$ cat config.mk
export PLATFORM = sky130hd
export DESIGN_NAME = stall_ctrl
export DESIGN_NICKNAME = d
export VERILOG_FILES = /design/src/rtl/stall_ctrl.sv
export SDC_FILE = /design/constraint.sdc
export NUM_CORES = 1
export LEC_CHECK = 0
export ABC_CLOCK_PERIOD_IN_PS = 6300
export CAP_MARGIN = 5
export CORE_UTILIZATION = 44
export DETAILED_ROUTE_END_ITERATION = 10
export PLACE_DENSITY_LB_ADDON = 0.08
export RECOVER_POWER = 50
export SYNTH_ARGS = -nofsm -noshare
export SYNTH_HDL_FRONTEND = slang
export SYNTH_SLANG_ARGS = --single-unit
$ cat constraint.sdc
create_clock -name clk -period 6.3 [get_ports clk]
set_input_delay 1.89 -clock clk [delete_from_list [all_inputs] [get_ports clk]]
set_output_delay 1.89 -clock clk [all_outputs]
set_load 0.02 [all_outputs]
$ cat src/rtl/stall_ctrl.sv
// stall_ctrl: central pipeline stall/flush sequencer for the 5-stage MIPS32 core.
// Merges ID and EX stall requests into one stall vector and sequences EX multi-cycle
// operations (EX reports only "start, N cycles"; the countdown lives here).
// Optional performance counters are compiled in with STALL_CTRL_PERF_EN.
module stall_ctrl #(
    parameter int unsigned MC_CNT_W = 6,
    parameter int unsigned STALL_W  = 6
) (
    input  logic                clk,
    input  logic                rst,
    input  logic                flush_i,
    input  logic                stallreq_id_i,
    input  logic                stallreq_ex_i,
    input  logic                mc_start_i,
    input  logic [MC_CNT_W-1:0] mc_cycles_i,
    output logic [STALL_W-1:0]  stall_o,
    output logic                mc_busy_o,
    output logic                mc_done_o,
    output logic [MC_CNT_W-1:0] mc_cnt_o
`ifdef STALL_CTRL_PERF_EN
    ,
    output logic [31:0]         stall_cycles_o,
    output logic [15:0]         flush_count_o
`endif
);

    // Bit0 PC, bit1 IF, bit2 ID, bit3 EX, bit4 MEM, bit5 WB.
    localparam logic [STALL_W-1:0] StallEx   = STALL_W'(6'b001111);
    localparam logic [STALL_W-1:0] StallId   = STALL_W'(6'b000111);
    localparam logic [STALL_W-1:0] StallNone = '0;

    typedef enum logic [0:0] {StIdle, StBusy} state_e;

    state_e              state_q, state_d;
    logic [MC_CNT_W-1:0] cnt_q, cnt_d;
    logic                seq_stall;
    logic                seq_done;

    // Sequencer next state; cnt holds the EX cycles still to go, including the current one.
    always_comb begin
        state_d   = state_q;
        cnt_d     = cnt_q;
        seq_stall = 1'b0;
        seq_done  = 1'b0;
        if (flush_i) begin
            state_d = StIdle;
            cnt_d   = '0;
        end else begin
            case (state_q)
                StIdle: begin
                    // N <= 1 is a single-cycle op: nothing to sequence.
                    if (mc_start_i && (mc_cycles_i >= MC_CNT_W'(2))) begin
                        seq_stall = 1'b1;
                        state_d   = StBusy;
                        cnt_d     = mc_cycles_i - MC_CNT_W'(1);
                    end
                end
                StBusy: begin
                    // mc_start_i stays high while EX is held, so it is ignored here.
                    if (cnt_q > MC_CNT_W'(1)) begin
                        seq_stall = 1'b1;
                        cnt_d     = cnt_q - MC_CNT_W'(1);
                    end else begin
                        seq_done = (cnt_q == MC_CNT_W'(1));
                        state_d  = StIdle;
                        cnt_d    = '0;
                    end
                end
                default: begin
                    state_d = StIdle;
                    cnt_d   = '0;
                end
            endcase
        end
    end

    // Sequencer state register.
    always_ff @(posedge clk or negedge rst) begin
        if (!rst) begin
            state_q <= StIdle;
            cnt_q   <= '0;
        end else begin
            state_q <= state_d;
            cnt_q   <= cnt_d;
        end
    end

    // Stall vector priority: reset, flush, EX side, ID side.
    always_comb begin
        stall_o = StallNone;
        if (!rst || flush_i) begin
            stall_o = StallNone;
        end else if (stallreq_ex_i || seq_stall) begin
            stall_o = StallEx;
        end else if (stallreq_id_i) begin
            stall_o = StallId;
        end
    end

    // Status outputs; done is gated so reset forces it low immediately.
    always_comb begin
        mc_busy_o = (state_q == StBusy);
        mc_done_o = seq_done & rst;
        mc_cnt_o  = cnt_q;
    end

`ifdef STALL_CTRL_PERF_EN
    logic [31:0] stall_cycles_q;
    logic [15:0] flush_count_q;

    // Saturating counters of PC-stall cycles and flush cycles.
    always_ff @(posedge clk or negedge rst) begin
        if (!rst) begin
            stall_cycles_q <= '0;
            flush_count_q  <= '0;
        end else begin
            if (stall_o[0] && (stall_cycles_q != '1)) begin
                stall_cycles_q <= stall_cycles_q + 32'd1;
            end
            if (flush_i && (flush_count_q != '1)) begin
                flush_count_q <= flush_count_q + 16'd1;
            end
        end
    end

    assign stall_cycles_o = stall_cycles_q;
    assign flush_count_o  = flush_count_q;
`endif

endmodule

Yosys cells after proc, flatten, opt, wreduce, memory -nomap -nowiden
Cells that the tools add are included.
- add/subtract/negate cells: 2
- magnitude comparators: 2
- eq/ne operators: 2
- muxes and demuxes: 14
- bitwise gates (word level): 2
- reductions and logical operators: 4
- operator list (kind ; number):
    two-way mux 6 bit ; 3
    one-hot mux 6 bit (2 select lines) ; 1
    subtractor 6 x 1 -> 6 bit (second input constant) ; 2
    two-way mux 4 bit ; 2
    equality test 6 x 1 -> 1 bit (second input constant) ; 1
    >= comparator 6 x 2 -> 1 bit (second input constant) ; 1
    > comparator 6 x 1 -> 1 bit (second input constant) ; 1
    two-way mux 1 bit ; 6
    two-way mux 3 bit ; 1
    inequality test 3 bit (second input constant) ; 1
    logical OR 1 bit ; 2
    one-hot mux 1 bit (2 select lines) ; 1
    AND 1 bit ; 1
    logical AND 1 bit ; 1
    zero test 1 bit ; 1
    inverter 1 bit ; 1
- flip-flop bits (word level): 7
- input port bits: 12
- output and inout bits: 14
- logic and storage cells: 28

Depth between registers and ports, before layout
Gate-level depths: netlist (run 1).
- depth in word-level cells: 8
- depth in mapped cells: 8
- depth with buffers taken out: 6

Worst setup path before layout (run 1)
Ideal clock, no wire load.
- kind: in2out
- from: input mc_cycles_i[0]
- to: output stall_o[1]
- arrival time: 3.334 ns
- required time: 4.410 ns
- slack: 1.076 ns
- cell stages on the path: 8
- path buffers: 2
- cell sequence: inv_1 > ha_1 > nor4_1 > nand2_1 > a31o_1 > buf_2 > o31a_1 > buf_4
- longest elaborated chain between the ends: 8
- ends and longest elaborated chain (item ; RTL line ; source):
    from (decl) ; 15 ; input logic [MC_CNT_W-1:0] mc_cycles_i,
    >= comparator 6 x 2 -> 1 bit ; 52 ; if (mc_start_i && (mc_cycles_i >= MC_CNT_W'(2))) begin
    logical AND 1 bit ; 52 ;
    two-way mux 1 bit ; 52 ;
    one-hot mux 1 bit (2 select lines) ; 49 ; case (state_q)
    two-way mux 1 bit ; 45 ; if (flush_i) begin
    via seq_stall ; 36 ; logic seq_stall;
    logical OR 1 bit ; 93 ; end else if (stallreq_ex_i || seq_stall) begin
    two-way mux 4 bit ; 93 ;
    two-way mux 4 bit ; 91 ; if (!rst || flush_i) begin
    to (decl) ; 16 ; output logic [STALL_W-1:0] stall_o,
The timed path passes the listed nets, and every way through them passes these cells.

Worst setup path after layout (run 1)
- from: input mc_cycles_i[0]
- to: output stall_o[2]
- longest elaborated chain between the ends: 8
- ends and longest elaborated chain (item ; RTL line):
    >= comparator 6 x 2 -> 1 bit ; 52
    logical AND 1 bit ; 52
    two-way mux 1 bit ; 52
    one-hot mux 1 bit (2 select lines) ; 49
    two-way mux 1 bit ; 45
    logical OR 1 bit ; 93
    two-way mux 4 bit ; 93
    two-way mux 4 bit ; 91
Every way passes these cells.

==> flow_summary.json, run 1 <==
{
  "dieArea_mm2": 0.00158,
  "tritoncts": "yes",
  "dieHeight_um": 39.8,
  "synth_edf_count": 0,
  "switchingPower_mw": 0.0858,
  "drive_gt1_frac": 0.109,
  "finalHoldViolations": 0,
  "ir_drop_v": 0.000162,
  "yosysTopAreaCellShare": 0.279,
  "clockBufferDepth": 2,
  "dp_slack_ns": 0.279,
  "clkPwrFrac": 0.179,
  "p_int_mw": 0.137,
  "power_density_mw_per_mm2": 255,
  "initial_core_util": 0.477,
  "cts_hold_buf": 0,
  "yosysWarnings": 0,
  "synth_area_leader_cell": "dfrtp_1",
  "place_hpwl_mm": 1.09,
  "p_sw_frac": 0.385,
  "viasPerCell": 5.40,
  "critPathCaptureType": "output pin",
  "drc": 0,
  "syn_area_per_cell_um2": 9.10,
  "finalCritPeriodShare": 0.956,
  "cts_setup_buffers": 0,
  "slowest_delay_ns": 0.54,
  "antenna_found_initial": 0,
  "rsz0062_at_grt": "no",
  "coreArea_mm2": 0.00132,
  "p_leak_nw": 0.397,
  "wl_mm": 1.37,
  "grt_use_total": 0.205,
  "finalCriticalPeriod_ns": 6.02,
  "critPathKind": "input port to output pin",
  "final_antenna_net_count": 0,
  "grt-ovfl-total": 0,
  "outcome": "complete, no violations",
  "root_buffer": "clkbuf_4",
  "final_common_cell": "clkdlybuf4s50_1",
  "grt_pass1_vias": 503,
  "skew_ns": 0.00260,
  "grt_pass1_wl_mm": 2.08,
  "arrival_ns": 4.13,
  "fin_nets": 109,
  "clk_transition_reported_paths_ns": 0.05,
  "path_buf_inv": 3,
  "htreeDepth": 1,
  "firstDrtPassIters": 5,
  "drv_slew": 0,
  "async_reset_ff_frac": 1.00,
  "cpMostUsedCell": "clkdlybuf4s50_1",
  "yosysUniqueCellTypes": 33,
  "mostFrequentLayoutCells": "16 x clkdlybuf4s50_1, 7 x dlygate4sd3_1, 7 x dfrtp_1",
  "cts_resized": 0,
  "synth_cells": 69,
  "clock-sinks": 7,
  "rrSetupSlack_ns": 4.38,
  "drtIter0Drc": 11,
  "area.growth.synth_to_final_pct": 39.2,
  "dr_total_vias": 578,
  "worstSetupStartpointType": "input port",
  "io_pins": 26,
  "syn-cell-area_um2": 628,
  "yosysSeqAreaShare": 0.279,
  "max_freq_ghz": 0.166,
  "required_ns": 4.41,
  "wl_per_cell_um": 12.8,
  "setup_ws_ns": 0.276,
  "gp_congestion": 0.805,
  "cts_buffers": 3,
  "insertion_delay_ns": 0.25,
  "die_width_um": 39.8,
  "grt_max_degree": 9,
  "ys_seq_elements": 7,
  "cp_max_fo": 3,
  "crit_family": "buffers and inverters",
  "comb_power_share": 0.504,
  "hold_class": "register to register",
  "row_count": 13,
  "maxCapViolCount": 0,
  "ys.flop_type": "dfrtp_1",
  "setup_viol": 0,
  "portBuffers": 23,
  "crit_path_cell_trace": "clkdlybuf4s50_1 -> inv_1 -> ha_1 -> nor4_1 -> nand2_1 -> a31o_1 -> o31a_1 -> clkdlybuf4s50_1",
  "setup_tns_ns": 0,
  "n_antenna_cell": 0,
  "seqPwrFrac": 0.316,
  "synth_area_leaders": "dfrtp_1 28%, a22o_1 8.4%, ha_1 8.0%, mux2i_1 4.8%, buf_4 4.8%",
  "crit_slowest_cell": "clkdlybuf4s50_1",
  "hold-worst-slack_ns": 0.572
}
[power by group through the flow]
stage                     logic [mW]  clock network, mW  registers (mW)
after floorplan               0.0664                  0          0.0780
final                          0.113             0.0400          0.0706
after CTS                      0.116             0.0416          0.0709
after global routing           0.125             0.0447          0.0725
after global placement         0.114                  0          0.0713
after detailed placement       0.116                  0          0.0716
[layer usage]
layer  vias up  GRT usage  routed length (µm)
met5         -          0                   0
met4         0          0                   0
met3         0      0.102                  73
met2        20      0.328                 640
met1       266      0.260                 656
li1        292          -                   -
[state kept, by name, indices dropped and copies added (netlist names)]
signal / count
mc_cnt_o: 6
mc_busy_o: 1
[Yosys cell counts, types with 2 or more instances]
master   instances
a22o_1           6
buf_2            2
buf_4            4
dfrtp_1          7
ha_1             4
inv_1            6
mux2i_1          3
nand2_1          4
nand3_1          2
nor2_1           2
nor3b_1          2
o21ai_0          2
or3_1            3
xnor2_1          2
xor2_1           2
[final timing paths]
kind,start,end,cells after the start
setup / recovery,mc_cycles_i[0],stall_o[2],8
hold / removal,mc_cnt_o[5],mc_cnt_o[5],1
setup reg to reg,mc_cnt_o[0],mc_cnt_o[4],7
hold reg to reg,mc_cnt_o[5],mc_cnt_o[5],1
max in group asynchronous,rst,mc_cnt_o[0],1
min in group asynchronous,rst,mc_cnt_o[2],1
[cell type report]
cell class | instances | area [µm²]
Timing Repair Buffer | 24 | 238
Inverter | 6 | 22.5
Fill cell | 118 | 443
Multi-Input combinational cell | 51 | 394
Sequential cell | 7 | 175
Tap cell | 15 | 18.8
Clock buffer | 4 | 26.3
[metrics by stage]
step	std cells	utilization	cell area [µm²]	total power, mW
2_1_floorplan	70	-	632	0.144
3_3_place_gp	103	0.644	848	0.185
6_report	107	0.664	875	0.223
4_1_cts	107	0.664	875	0.229
5_1_grt	107	0.664	875	0.242
3_5_place_dp	103	0.644	848	0.187
[cell families (layout without fill, tap and decap cells)]
group,after synthesis,count (layout),share of synthesized area
other,1,2,0.00597
DFF,7,7,0.279
adders and majority gates,4,4,0.0797
AOI/OAI and AO/OA,16,16,0.213
xor gates and xnor gates,4,4,0.0558
and+or+nand+nor,22,22,0.219
muxes,3,3,0.0478
buffers and inverters,12,34,0.0996
No activity file was read; power rests on OpenSTA's default activity.
==> run 2, diff against run 1 <==
- PLACE_DENSITY: default -> 0.82
- PLACE_DENSITY_LB_ADDON: 0.08 -> default
==> run 2 against run 1 <==
Against the previous run: non-clock buffer count unchanged; global-route usage increased by 1.2 points; total power about the same; via count increased by 1.2%; combinational power about the same; wire length increased by 0.22%; critical path depth unchanged; clock-buffer cell count unchanged; clock power increased by 2%; sequential power about the same; register-to-register slack about the same; setup slack got worse by 0.036 ns; critical endpoint is now stall_o[1].
==> flow_summary.json, run 2 (same netlist as run 1, synthesis figures left out) <==
{
  "place_hpwl_mm": 1.08,
  "dieHeight_um": 39.8,
  "ir_drop_v": 0.000166,
  "tritoncts": "yes",
  "outcome": "complete, no violations",
  "fin_area_um2": 875,
  "r2r_start": "mc_cnt_o[0]",
  "final_common_cell": "clkdlybuf4s50_1",
  "maxCapViolCount": 0,
  "max_freq_ghz": 0.165,
  "grt_pass1_vias": 515,
  "arrival_ns": 4.17,
  "wl_mm": 1.37,
  "antenna_found_initial": 0,
  "met2_length_um": 688,
  "grt_use_total": 0.217,
  "worstSetupStartpointType": "input port",
  "cts_setup_buffers": 0,
  "dr_wl_met3_um": 63,
  "largest_reg_flops": 6,
  "clk_transition_reported_paths_ns": 0.05,
  "hp-start": "mc_cnt_o[5]",
  "cts_buffers": 3,
  "cts_resized": 0,
  "setup_viol": 0,
  "rsz0062_at_grt": "no",
  "hold-worst-slack_ns": 0.567,
  "final_antenna_net_count": 0,
  "critPathKind": "input port to output pin",
  "wl_per_cell_um": 12.8,
  "mostFrequentLayoutCells": "16 x clkdlybuf4s50_1, 7 x dlygate4sd3_1, 7 x dfrtp_1",
  "htreeDepth": 1,
  "crit_path_cell_trace": "clkdlybuf4s50_1 -> inv_1 -> ha_1 -> nor4_1 -> nand2_1 -> a31o_1 -> o31a_1 -> clkdlybuf4s50_1",
  "die_width_um": 39.8,
  "fin_nets": 109,
  "root_buffer": "clkbuf_4",
  "row_count": 13,
  "setup_ws_ns": 0.241,
  "grt_max_degree": 9,
  "cpMostUsedCell": "clkdlybuf4s50_1",
  "hold_class": "register to register",
  "setup_tns_ns": 0,
  "finalHoldViolations": 0,
  "p_leak_nw": 0.397,
  "portBuffers": 23,
  "num-fill-cells": 107,
  "dp_slack_ns": 0.258,
  "crit_start": "mc_cycles_i[0]",
  "area.growth.synth_to_final_pct": 39.2,
  "finalCriticalPeriod_ns": 6.06,
  "skew_ns": 0.00412,
  "dpl_cell_area_um2": 848,
  "io_pins": 26,
  "slowest_delay_ns": 0.55,
  "r2r_cells": 7,
  "clockBufferDepth": 2,
  "viasPerCell": 5.47,
  "dieArea_mm2": 0.00158,
  "multi_input_area_um2": 394,
  "critPathCaptureType": "output pin",
  "drv_slew": 0,
  "crit_slowest_cell": "clkdlybuf4s50_1",
  "drtIter0Drc": 11,
  "firstDrtPassIters": 4,
  "insertion_delay_ns": 0.25,
  "total_power_mw": 0.223,
  "reg2reg_to": "mc_cnt_o[5]",
  "cp_max_fo": 3,
  "drive_gt1_frac": 0.109,
  "n_antenna_cell": 0,
  "seq_area_um2": 175,
  "highest_layer": "met3",
  "initial_core_util": 0.477,
  "worstHoldPathCells": 1,
  "required_ns": 4.41,
  "rrSetupSlack_ns": 4.39,
  "finalCritPeriodShare": 0.962,
  "power_density_mw_per_mm2": 255,
  "holdPathEnd": "mc_cnt_o[5]",
  "drc": 0,
  "clock-sinks": 7,
  "grt_pass1_wl_mm": 2.21,
  "coreArea_mm2": 0.00132,
  "grt-ovfl-total": 0,
  "gp_congestion": 0.800,
  "m1WireLength_um": 622,
  "dr_total_vias": 585,
  "cts_hold_buf": 0
}
## run 2: cell counts in the layout (fill, tap and decap cells not counted)
No cell type changed its count.
## run 2: final cells by class
cell class | instances | share of cell area
Inverter | 6 | 0.0258
Multi-Input combinational cell | 51 | 0.451
Clock buffer | 4 | 0.0300
Timing Repair Buffer | 24 | 0.272
Tap cell | 15 | 0.0215
Sequential cell | 7 | 0.200
## run 2: per-stage QoR
step	std cells	utilization
2_1_floorplan	70	-
3_3_place_gp	103	0.644
3_5_place_dp	103	0.644
4_1_cts	107	0.664
5_1_grt	107	0.664
6_report	107	0.664
## run 2: worst max-delay path, delay by kind of cell
family                     cells  cell delay (ns)
buffers and inverters          3             1.11
AOI/OAI and AO/OA              2             0.52
and+or+nand+nor                2             0.46
adders and majority gates      1             0.20
## run 2: metal layers
metal | GRT usage | vias to the layer above
met5 | 0 | -
met4 | 0.0776 | 0
met2 | 0.369 | 20
li1 | - | 295
met1 | 0.247 | 270
met3 | 0.0739 | 0
## run 2: power by group
part	internal, mW	switching, mW	total (mW)
logic	0.0589	0.0529	0.112
registers	0.0543	0.0160	0.0703
clock network	0.0242	0.0167	0.0409
## run 2: worst max-delay path by stage
stage                             to  cells past startpoint  slack [ns]
after detailed placement  stall_o[1]                      8        0.26
after global placement    stall_o[0]                      8        0.31
after floorplan           stall_o[1]                      8        1.08
final                     stall_o[1]                      8        0.24
after CTS                 stall_o[1]                      8        0.23
after global routing      stall_o[1]                      8        0.06
==> run 3, diff against run 2 <==
- CELL_PAD_IN_SITES_DETAIL_PLACEMENT: default -> 0
- CELL_PAD_IN_SITES_GLOBAL_PLACEMENT: default -> 2
- CORE_UTILIZATION: 44 -> 25
- PLACE_DENSITY: 0.82 -> 0.92
==> run 3 against run 2 <==
Against the previous run: cell count is 12% higher; total power increased by 0.46%; sequential cell count unchanged; clock power down 8.6%; via count increased by 2.4%; setup slack improved by 0.027 ns; register-to-register slack worse by 0.07 ns; non-clock buffer count unchanged; critical endpoint is now stall_o[0].
==> flow_summary.json, run 3 (same netlist as run 1, synthesis figures left out) <==
{
  "outcome": "complete, no violations",
  "cpMostUsedCell": "clkdlybuf4s50_1",
  "grt_use_total": 0.127,
  "insertion_delay_ns": 0.24,
  "critPathCaptureType": "output pin",
  "firstDrtPassIters": 4,
  "cts_resized": 0,
  "comb_power_share": 0.509,
  "gp_congestion": 0.781,
  "dp_slack_ns": 0.253,
  "viasPerCell": 4.99,
  "clock-sinks": 7,
  "largest_reg_flops": 6,
  "power_density_mw_per_mm2": 251,
  "final_antenna_net_count": 0,
  "io_pins": 26,
  "clockBufferDepth": 2,
  "slowest_delay_ns": 0.54,
  "drv_slew": 0,
  "r2r_start": "mc_cnt_o[0]",
  "fin_nets": 109,
  "crit_family": "buffers and inverters",
  "drc": 0,
  "path_buf_inv": 3,
  "clkPwrFrac": 0.167,
  "p_int_mw": 0.137,
  "tritoncts": "yes",
  "portBuffers": 23,
  "switchingPower_mw": 0.0867,
  "seqPwrFrac": 0.324,
  "drtIter0Drc": 15,
  "mostFrequentLayoutCells": "16 x clkdlybuf4s50_1, 7 x dlygate4sd3_1, 7 x dfrtp_1",
  "setup_ws_ns": 0.268,
  "p_sw_frac": 0.387,
  "max_freq_ghz": 0.166,
  "wl_mm": 1.56,
  "worstSetupStartpointType": "input port",
  "setup_viol": 0,
  "finalCritPeriodShare": 0.958,
  "grt_pass1_vias": 537,
  "die_width_um": 52.1,
  "initial_core_util": 0.273,
  "rsz0062_at_grt": "no",
  "maxCapViolCount": 0,
  "hp-start": "mc_cnt_o[5]",
  "dpl.cell_count": 116,
  "holdPathEnd": "mc_cnt_o[5]",
  "row_count": 17,
  "arrival_ns": 4.14,
  "drive_gt1_frac": 0.109,
  "num-fill-cells": 250,
  "final_common_cell": "clkdlybuf4s50_1",
  "finalHoldViolations": 0,
  "crit_start": "mc_cycles_i[0]",
  "place_hpwl_mm": 1.27,
  "crit_slowest_cell": "clkdlybuf4s50_1",
  "required_ns": 4.41,
  "wl_per_cell_um": 13.0,
  "grt-ovfl-total": 0,
  "clk_transition_reported_paths_ns": 0.05,
  "cts_buffers": 3,
  "r2r_cells": 7,
  "grt_max_degree": 9,
  "crit_path_cell_trace": "clkdlybuf4s50_1 -> inv_1 -> ha_1 -> nor4_1 -> nand2_1 -> a31o_1 -> o31a_1 -> clkdlybuf4s50_1",
  "dr_total_vias": 599,
  "hold_class": "register to register",
  "hold-worst-slack_ns": 0.591,
  "reg2reg_to": "mc_cnt_o[5]",
  "cts_setup_buffers": 0,
  "dieArea_mm2": 0.00272,
  "fin_cells": 120,
  "cp_max_fo": 3,
  "ir_drop_v": 0.000117,
  "n_antenna_cell": 0,
  "finalCriticalPeriod_ns": 6.03,
  "cts_hold_buf": 0,
  "antenna_found_initial": 0,
  "coreArea_mm2": 0.00230,
  "grt_pass1_wl_mm": 2.52,
  "p_leak_nw": 0.397,
  "dieHeight_um": 52.1,
  "skew_ns": 0.000196,
  "critPathKind": "input port to output pin",
  "worstHoldPathCells": 1,
  "setup_tns_ns": 0,
  "root_buffer": "clkbuf_4",
  "area.growth.synth_to_final_pct": 41.8,
  "rrSetupSlack_ns": 4.32,
  "htreeDepth": 1,
  "total_power_mw": 0.224
}
-- run 3: cell type report --
cell class                      instances  area (µm²)  share of cell area
Clock buffer                            4        26.3              0.0295
Multi-Input combinational cell         51         394               0.442
Tap cell                               28        35.0              0.0393
Sequential cell                         7         175               0.197
Inverter                                6        22.5              0.0253
Timing Repair Buffer                   24         238               0.267
-- run 3: worst register-to-register path, cell delays in order, from the launching register on --
cell and delay, ns:
dfrtp_1 0.48, inv_1 0.08, ha_1 0.23, or2_0 0.21, a211oi_1 0.38, a31o_1 0.22, buf_4 0.17, a32o_2 0.15
-- run 3: stage by stage --
stage	area, µm²	utilization
after global routing	891	0.388
after floorplan	632	-
after CTS	891	0.388
final	891	0.388
after global placement	865	0.376
after detailed placement	865	0.376
-- run 3: how the worst max path moves through the flow --
stage	endpoint	cells past startpoint
after floorplan	stall_o[1]	8
after global placement	stall_o[2]	8
after detailed placement	stall_o[0]	8
after CTS	stall_o[0]	8
after global routing	stall_o[1]	8
final	stall_o[0]	8
-- run 3: layer usage --
layer  global-route usage  vias up  part of all wire
met5                    0        -                 0
met4               0.0270        0            0.0051
met3               0.0205        2             0.067
met2                0.216       24              0.48
met1                0.166      281              0.45
li1                     -      292                 -
-- run 3: power by group through the flow --
stage | clock network (mW) | logic [mW] | registers [mW]
floorplan | 0 | 0.0664 | 0.0780
global placement | 0 | 0.116 | 0.0723
detailed placement | 0 | 0.117 | 0.0734
CTS | 0.0384 | 0.118 | 0.0726
global route | 0.0408 | 0.125 | 0.0744
finish | 0.0374 | 0.114 | 0.0725
